[src/rtl/hazard_stall_controller.sv]
// Pipeline hazard/stall controller: load-use bubbles, taken-branch flushes and
// whole-pipe freezes for a busy data memory, with saturating event counters.
module hazard_stall_controller #(
   parameter int CNT_W = 16
) (
   input  logic             clk,
   input  logic             reset_n,
   input  logic [4:0]       id_rs1,
   input  logic [4:0]       id_rs2,
   input  logic             id_uses_rs2,
   input  logic             ex_mem_read,
   input  logic [4:0]       ex_write_reg,
   input  logic             branch_taken,
   input  logic             mem_busy,
   output logic             pc_write,
   output logic             ifid_write,
   output logic             idex_maintain,
   output logic             idex_bubble,
   output logic             ifid_flush,
   output logic             idex_flush,
   output logic             exmem_flush,
   output logic [CNT_W-1:0] stall_count,
   output logic [CNT_W-1:0] flush_count,
   output logic [1:0]       dbg_state
);

   typedef enum logic [1:0] {
      RUN      = 2'd0,
      LU_STALL = 2'd1,
      FLUSH    = 2'd2,
      MEM_WAIT = 2'd3
   } state_t;

   state_t state, nextState;
   logic   luh;
   logic   luhEn;
   logic   branchEn;

   assign luh = ex_mem_read && (ex_write_reg != 5'd0) &&
                ((ex_write_reg == id_rs1) || (id_uses_rs2 && (ex_write_reg == id_rs2)));

   // MEM_WAIT behaves as RUN once memory is ready; LU_STALL and FLUSH mask the
   // hazard (one bubble per load-use, wrong-path ID), FLUSH also masks branches.
   assign luhEn    = (state == RUN) || (state == MEM_WAIT);
   assign branchEn = (state != FLUSH);
   assign dbg_state = state;

   always_ff @(posedge clk) begin
      if (!reset_n) begin
         state <= RUN;
      end else begin
         state <= nextState;
      end
   end

   always_comb begin
      nextState = RUN;
      if (mem_busy) begin
         nextState = MEM_WAIT;
      end else if (branchEn && branch_taken) begin
         nextState = FLUSH;
      end else if (luhEn && luh) begin
         nextState = LU_STALL;
      end
   end

   always_comb begin
      pc_write      = 1'b1;
      ifid_write    = 1'b1;
      idex_maintain = 1'b0;
      idex_bubble   = 1'b0;
      ifid_flush    = 1'b0;
      idex_flush    = 1'b0;
      exmem_flush   = 1'b0;
      if (!reset_n) begin
         pc_write    = 1'b0;
         ifid_write  = 1'b0;
         idex_bubble = 1'b1;
      end else if (mem_busy) begin
         pc_write      = 1'b0;
         ifid_write    = 1'b0;
         idex_maintain = 1'b1;
      end else if (branchEn && branch_taken) begin
         ifid_flush  = 1'b1;
         idex_flush  = 1'b1;
         exmem_flush = 1'b1;
      end else if (luhEn && luh) begin
         pc_write    = 1'b0;
         ifid_write  = 1'b0;
         idex_bubble = 1'b1;
      end
   end

   // Counters saturate at all-ones rather than wrapping.
   always_ff @(posedge clk) begin
      if (!reset_n) begin
         stall_count <= '0;
         flush_count <= '0;
      end else begin
         if (!pc_write && (stall_count != {CNT_W{1'b1}})) begin
            stall_count <= stall_count + 1'b1;
         end
         if (exmem_flush && (flush_count != {CNT_W{1'b1}})) begin
            flush_count <= flush_count + 1'b1;
         end
      end
   end

endmodule

[config.mk]
export PLATFORM = sky130hd
export DESIGN_NAME = hazard_stall_controller
export DESIGN_NICKNAME = d
export VERILOG_FILES = /design/src/rtl/hazard_stall_controller.sv
export SDC_FILE = /design/constraint.sdc
export NUM_CORES = 1
export LEC_CHECK = 0
export CAP_MARGIN = 40
export CORE_ASPECT_RATIO = 1.75
export CORE_MARGIN = 2
export CORE_UTILIZATION = 37
export DETAILED_ROUTE_END_ITERATION = 6
export HOLD_SLACK_MARGIN = 0.1
export PLACE_DENSITY = 0.67
export SLEW_MARGIN = 10
export SYNTH_ARGS = -nofsm -noshare
export SYNTH_HDL_FRONTEND = slang
export SYNTH_SLANG_ARGS = --single-unit
[constraint.sdc]
create_clock -name clk -period 3.1 [get_ports clk]
set_input_delay 0.775 -clock clk [delete_from_list [all_inputs] [get_ports clk]]
set_output_delay 0.775 -clock clk [all_outputs]
set_load 0.02 [all_outputs]
After elaboration in Yosys (flattened, before gate mapping):

Cells that the tools add are included.

* flip-flop bits (word level): 34
* input bits: 21
* output and inout bits: 41
* logic and storage cells: 39

* add/subtract/negate cells: 2
* equality and inequality tests: 6
* muxes and demuxes: 16
* reduce and logical (&&, ||, !) cells: 12

Operator list (number)
* $add A16 B1 Y16 const B: 2
* $ne A16 B16 Y1 const B: 2
* $mux W1: 14
* $eq A5 B5 Y1: 2
* $logic_and A1 B1 Y1: 7
* $reduce_bool A5 Y1: 1
* $mux W2: 2
* $eq A2 B2 Y1 const B: 1
* $logic_not A2 Y1: 1
* $logic_or A1 B1 Y1: 2
* $ne A2 B2 Y1 const B: 1
* $logic_not A1 Y1: 1

Depth between registers and ports, before layout:

* depth in word-level cells: 11
* gate-level depth with buffers: 10
* depth with buffers taken out: 8

Worst setup path before layout:

No wires, ideal clock.

* kind: input-to-output
* start: input port ex_write_reg[1]
* end: output port pc_write
* arrival: 2183 ps
* data required time: 2325 ps
* setup slack: 142 ps
* cell stages on the path: 5
* buffers on the path: 1
* cells stage by stage: or4_1 o2111ai_2 nor2_1 nor2_1 buf_4

* cells in the longest elaborated chain, start to end: 9
* elaborated cells on any way between the ends: 12
* those cells by class: eq/ne: 2; mux: 4; reduce/logical: 6

Ends and longest elaborated chain
* start: declaration: line 12 `input logic [4:0] ex_write_reg,`
* $eq A5 B5 Y1: line 40 `((ex_write_reg == id_rs1) || (id_uses_rs2 && (ex_write_reg == id_rs2)));`
* $logic_and A1 B1 Y1: line 40
* $logic_or A1 B1 Y1: line 40
* $logic_and A1 B1 Y1 *: line 39 `assign luh = ex_mem_read && (ex_write_reg != 5'd0) &&`
* $logic_and A1 B1 Y1 *: line 87 `end else if (luhEn && luh) begin`
* $mux W1 * (4 in a row)
* end: declaration: line 15 `output logic pc_write,`

Every way passes the cells marked *; elsewhere a longest branch is shown, timed or not.

Worst setup path in the final report:

* start: input port id_rs2[3]
* end: output port ifid_write

* cells in the longest elaborated chain, start to end: 9

Ends and longest elaborated chain
* start: declaration: line 9 `input logic [4:0] id_rs2,`
* $eq A5 B5 Y1: line 40
* $logic_and A1 B1 Y1: line 40
* $logic_or A1 B1 Y1: line 40
* $logic_and A1 B1 Y1: line 39
* $logic_and A1 B1 Y1: line 87
* $mux W1: line 87
* $mux W1: line 83 `end else if (branchEn && branch_taken) begin`
* $mux W1: line 79 `end else if (mem_busy) begin`
* $mux W1: line 75 `if (!reset_n) begin`
* end: declaration: line 16 `output logic ifid_write,`

Every way passes these cells.

==> results.md <==
- Status: complete, no violations
- NumNets Final: 327
- Fin. Hold Viols: 0
- GP Congestion: 0.8163
- Seq/Total Area, Yosys: 0.3754
- Worst Setup SP: id_rs2[3]
- Synthesis Warnings: 0
- Initial core utilization: 0.3852
- Syn Inst Count: 217
- Worst-path maximum fanout: 3
- Final instance area: 2724 um^2
- Num CTS Buffers: 5
- Placed cell area: 2584 um^2
- Layout cell share with drive strength beyond 1: 0.1546
- Highest Clock Rate: 326.8 MHz
- Core area: 4707 um^2
- DR vias: 1871
- Final WL: 4651 um
- Setup violators final: 0
- Die Height: 96.60 um
- Area share of the largest cell type after synthesis: 0.3754
- Port bufs: 61
- Final Slew Violations: 0
- Hold depth: 2
- Asr flop ratio synth: 0
- Deepest clock path buffer count: 2
- Area growth syn-to-layout: 50.24%
- Gr ovfl total: 0
- Syn nets: 241
- Max cap viols: 0
- Setup crit end: ifid_write
- Worst path arrival time: 2.28 ns
- # diodes: 0
- Crit path time final: 3.060 ns
- Setup TNS: 0 ns
- # fillers: 462
- Req. time, crit path: 2.32 ns
- Flops & latches, synth: 34
- Post-Syn Area: 1813 um^2
- Number of global-route vias before repair: 1814
- Tightest Hold Check Type: flip-flop to flip-flop
- Crit start category: input port
- Top FF cell, synth: dfxtp_1
- Num ports: 62
- Root Buffer: clkbuf_8
- Post-route insts no fill: 356
- Synthesized area per cell: 8.355 um^2
- Worst R2R Setup Slack: 0.76 ns
- PwrDens: 351.3 nW/um^2
- Number of cell rows: 33
- Pleak: 0.0009733 uW
- Area contributors post-synth: dfxtp_1 38%, xnor2_1 7.2%, nor2_1 5.2%, a21oi_1 5.0%, or3_1 4.8%
- CP Capture Type: primary output
- Commonest non-fill, non-tap cell in the layout: clkdlybuf4s50_1
- Largest area contributor in the netlist: dfxtp_1
- Finished Core Util: 0.5787
- Placed cells: 343
- Critical R2R Launch: dbg_state[0]
- Count of cell types in the netlist: 41
- Worst r2r path cells: 12
- Die Width: 56.92 um
- Clock Pin Slew Worst Setup and Hold Paths: 0.08 ns
- Clock sink count: 34
- Crit path kind: input port to primary output
- 1st-iter DRT viols: 20
- Mean number of vias per cell: 5.256
- Largest net degree at the start of global routing: 32
- First-pass GRT wire length: 7824 um
- Peak supply drop: 322.8 uV
- DR pass1 iterations: 4
- Post-synth EDFFs: 0
- Total GRT Usage: 0.1752
- CTS tree: done
- Die area: 5498 um^2
- Reg2reg end: stall_count[10]
- Period utilization: 0.9870
- Most frequent cells in the layout: 49 x clkdlybuf4s50_1, 34 x dfxtp_1, 27 x buf_4, 24 x nor2_1, 18 x a21oi_1
- Post-DP HPWL: 3472 um
- Antenna Nets Post-Route: 0
- DR WL/cell: 13.06 um
- Worst-Skew Late Latency: 0.28 ns
- Hold buffer count at cts: 0
- H-tree Lvls: 2
- Remaining DRCs: 0
- Initial antenna violation count: 0
- Rel. slew slack: 0.7694
- Clock skew: 0.006776 ns
- Worst-Margin Slew: 0.3458 ns
flip-flops by register name, indices dropped and copies added (netlist names):
| name | count |
|---|---|
| flush_count | 16 |
| stall_count | 16 |
| dbg_state | 2 |
timing repair:
| item | in CTS | in global routing |
|---|---|---|
| pin swaps | 1 | 7 |
| gates resized for setup | 26 | 4 |
| setup endpoints to repair | 6 | 1 |
| buffers inserted | 2 | 3 |
how the worst min path moves through the flow:
stage                    start              end
2_1_floorplan   stall_count[4]   stall_count[4]
6_report       stall_count[11]  stall_count[11]
5_1_grt        stall_count[11]  stall_count[11]
3_5_place_dp   stall_count[11]  stall_count[11]
3_3_place_gp   stall_count[11]  stall_count[11]
4_1_cts        stall_count[11]  stall_count[11]
final cells by class:
type	count	area [um^2]	share of cell area
tap	52	65.06	0.02389
sequential	34	680.7	0.2499
timing repair buffer	88	803.3	0.2949
inverter	7	26.28	0.009646
clock inverter	2	12.51	0.004593
multi-input combinational	167	1054	0.3868
clock buffer	6	82.58	0.03032
Yosys cell counts (2+ instances only):
cell type and n:
nand2b_1 2, nor2_1 25, a21oi_1 18, ha_1 3, nand3_1 14, and2_1 3, or4_1 6, nand2_1 14
inv_1 6, o21ai_0 8, and3_1 2, o21ai_1 6, clkbuf_1 3, dfxtp_1 34, o31ai_1 5, nand4_1 9
xnor2_1 15, xor2_1 5, or3_1 14, mux2i_1 2, buf_4 3
through the flow:
step,hold WS [ns],setup WS (ns),power [uW]
after floorplan,0.5502,0.1418,537.0
after global placement,0.4834,-0.5947,615.3
after detailed placement,0.4868,-0.6256,616.0
after CTS,0.5003,0.02030,961.1
after global routing,0.5324,-0.03996,1001
final,0.4995,0.04029,956.9
routing by layer:
metal  share of wire  GRT usage  wire, um  up-vias
li1                -          -         -      952
met1            0.38     0.1722      1779      879
met2            0.56     0.3342      2599       38
met3           0.050    0.05481       233        2
met4          0.0084    0.05188        39        0
met5               0          0         0        -
report_power, final:
group          switching (uW)  internal [uW]  total, uW
Combinational            73.0           87.4        160
Sequential               7.56            444        451
Clock                     167            179        345
Total                     247            710        957
kinds of logic after synthesis:
family / Yosys count / share of synthesized area
xor+xnor: 20 / 0.09662
flops: 34 / 0.3754
mux: 2 / 0.01104
simple gates: 97 / 0.2885
fa+ha+maj: 3 / 0.02071
compound gates: 45 / 0.1546
buf+inv: 16 / 0.05313
worst max-delay path: stages:
cell	delay, ns
clkdlybuf4s50_1	0.48
xnor2_1	0.12
nand4_1	0.14
o22a_1	0.20
buf_4	0.13
nor2_1	0.18
nor2_2	0.09
buf_2	0.17
No activity file was read; power rests on OpenSTA's default activity.
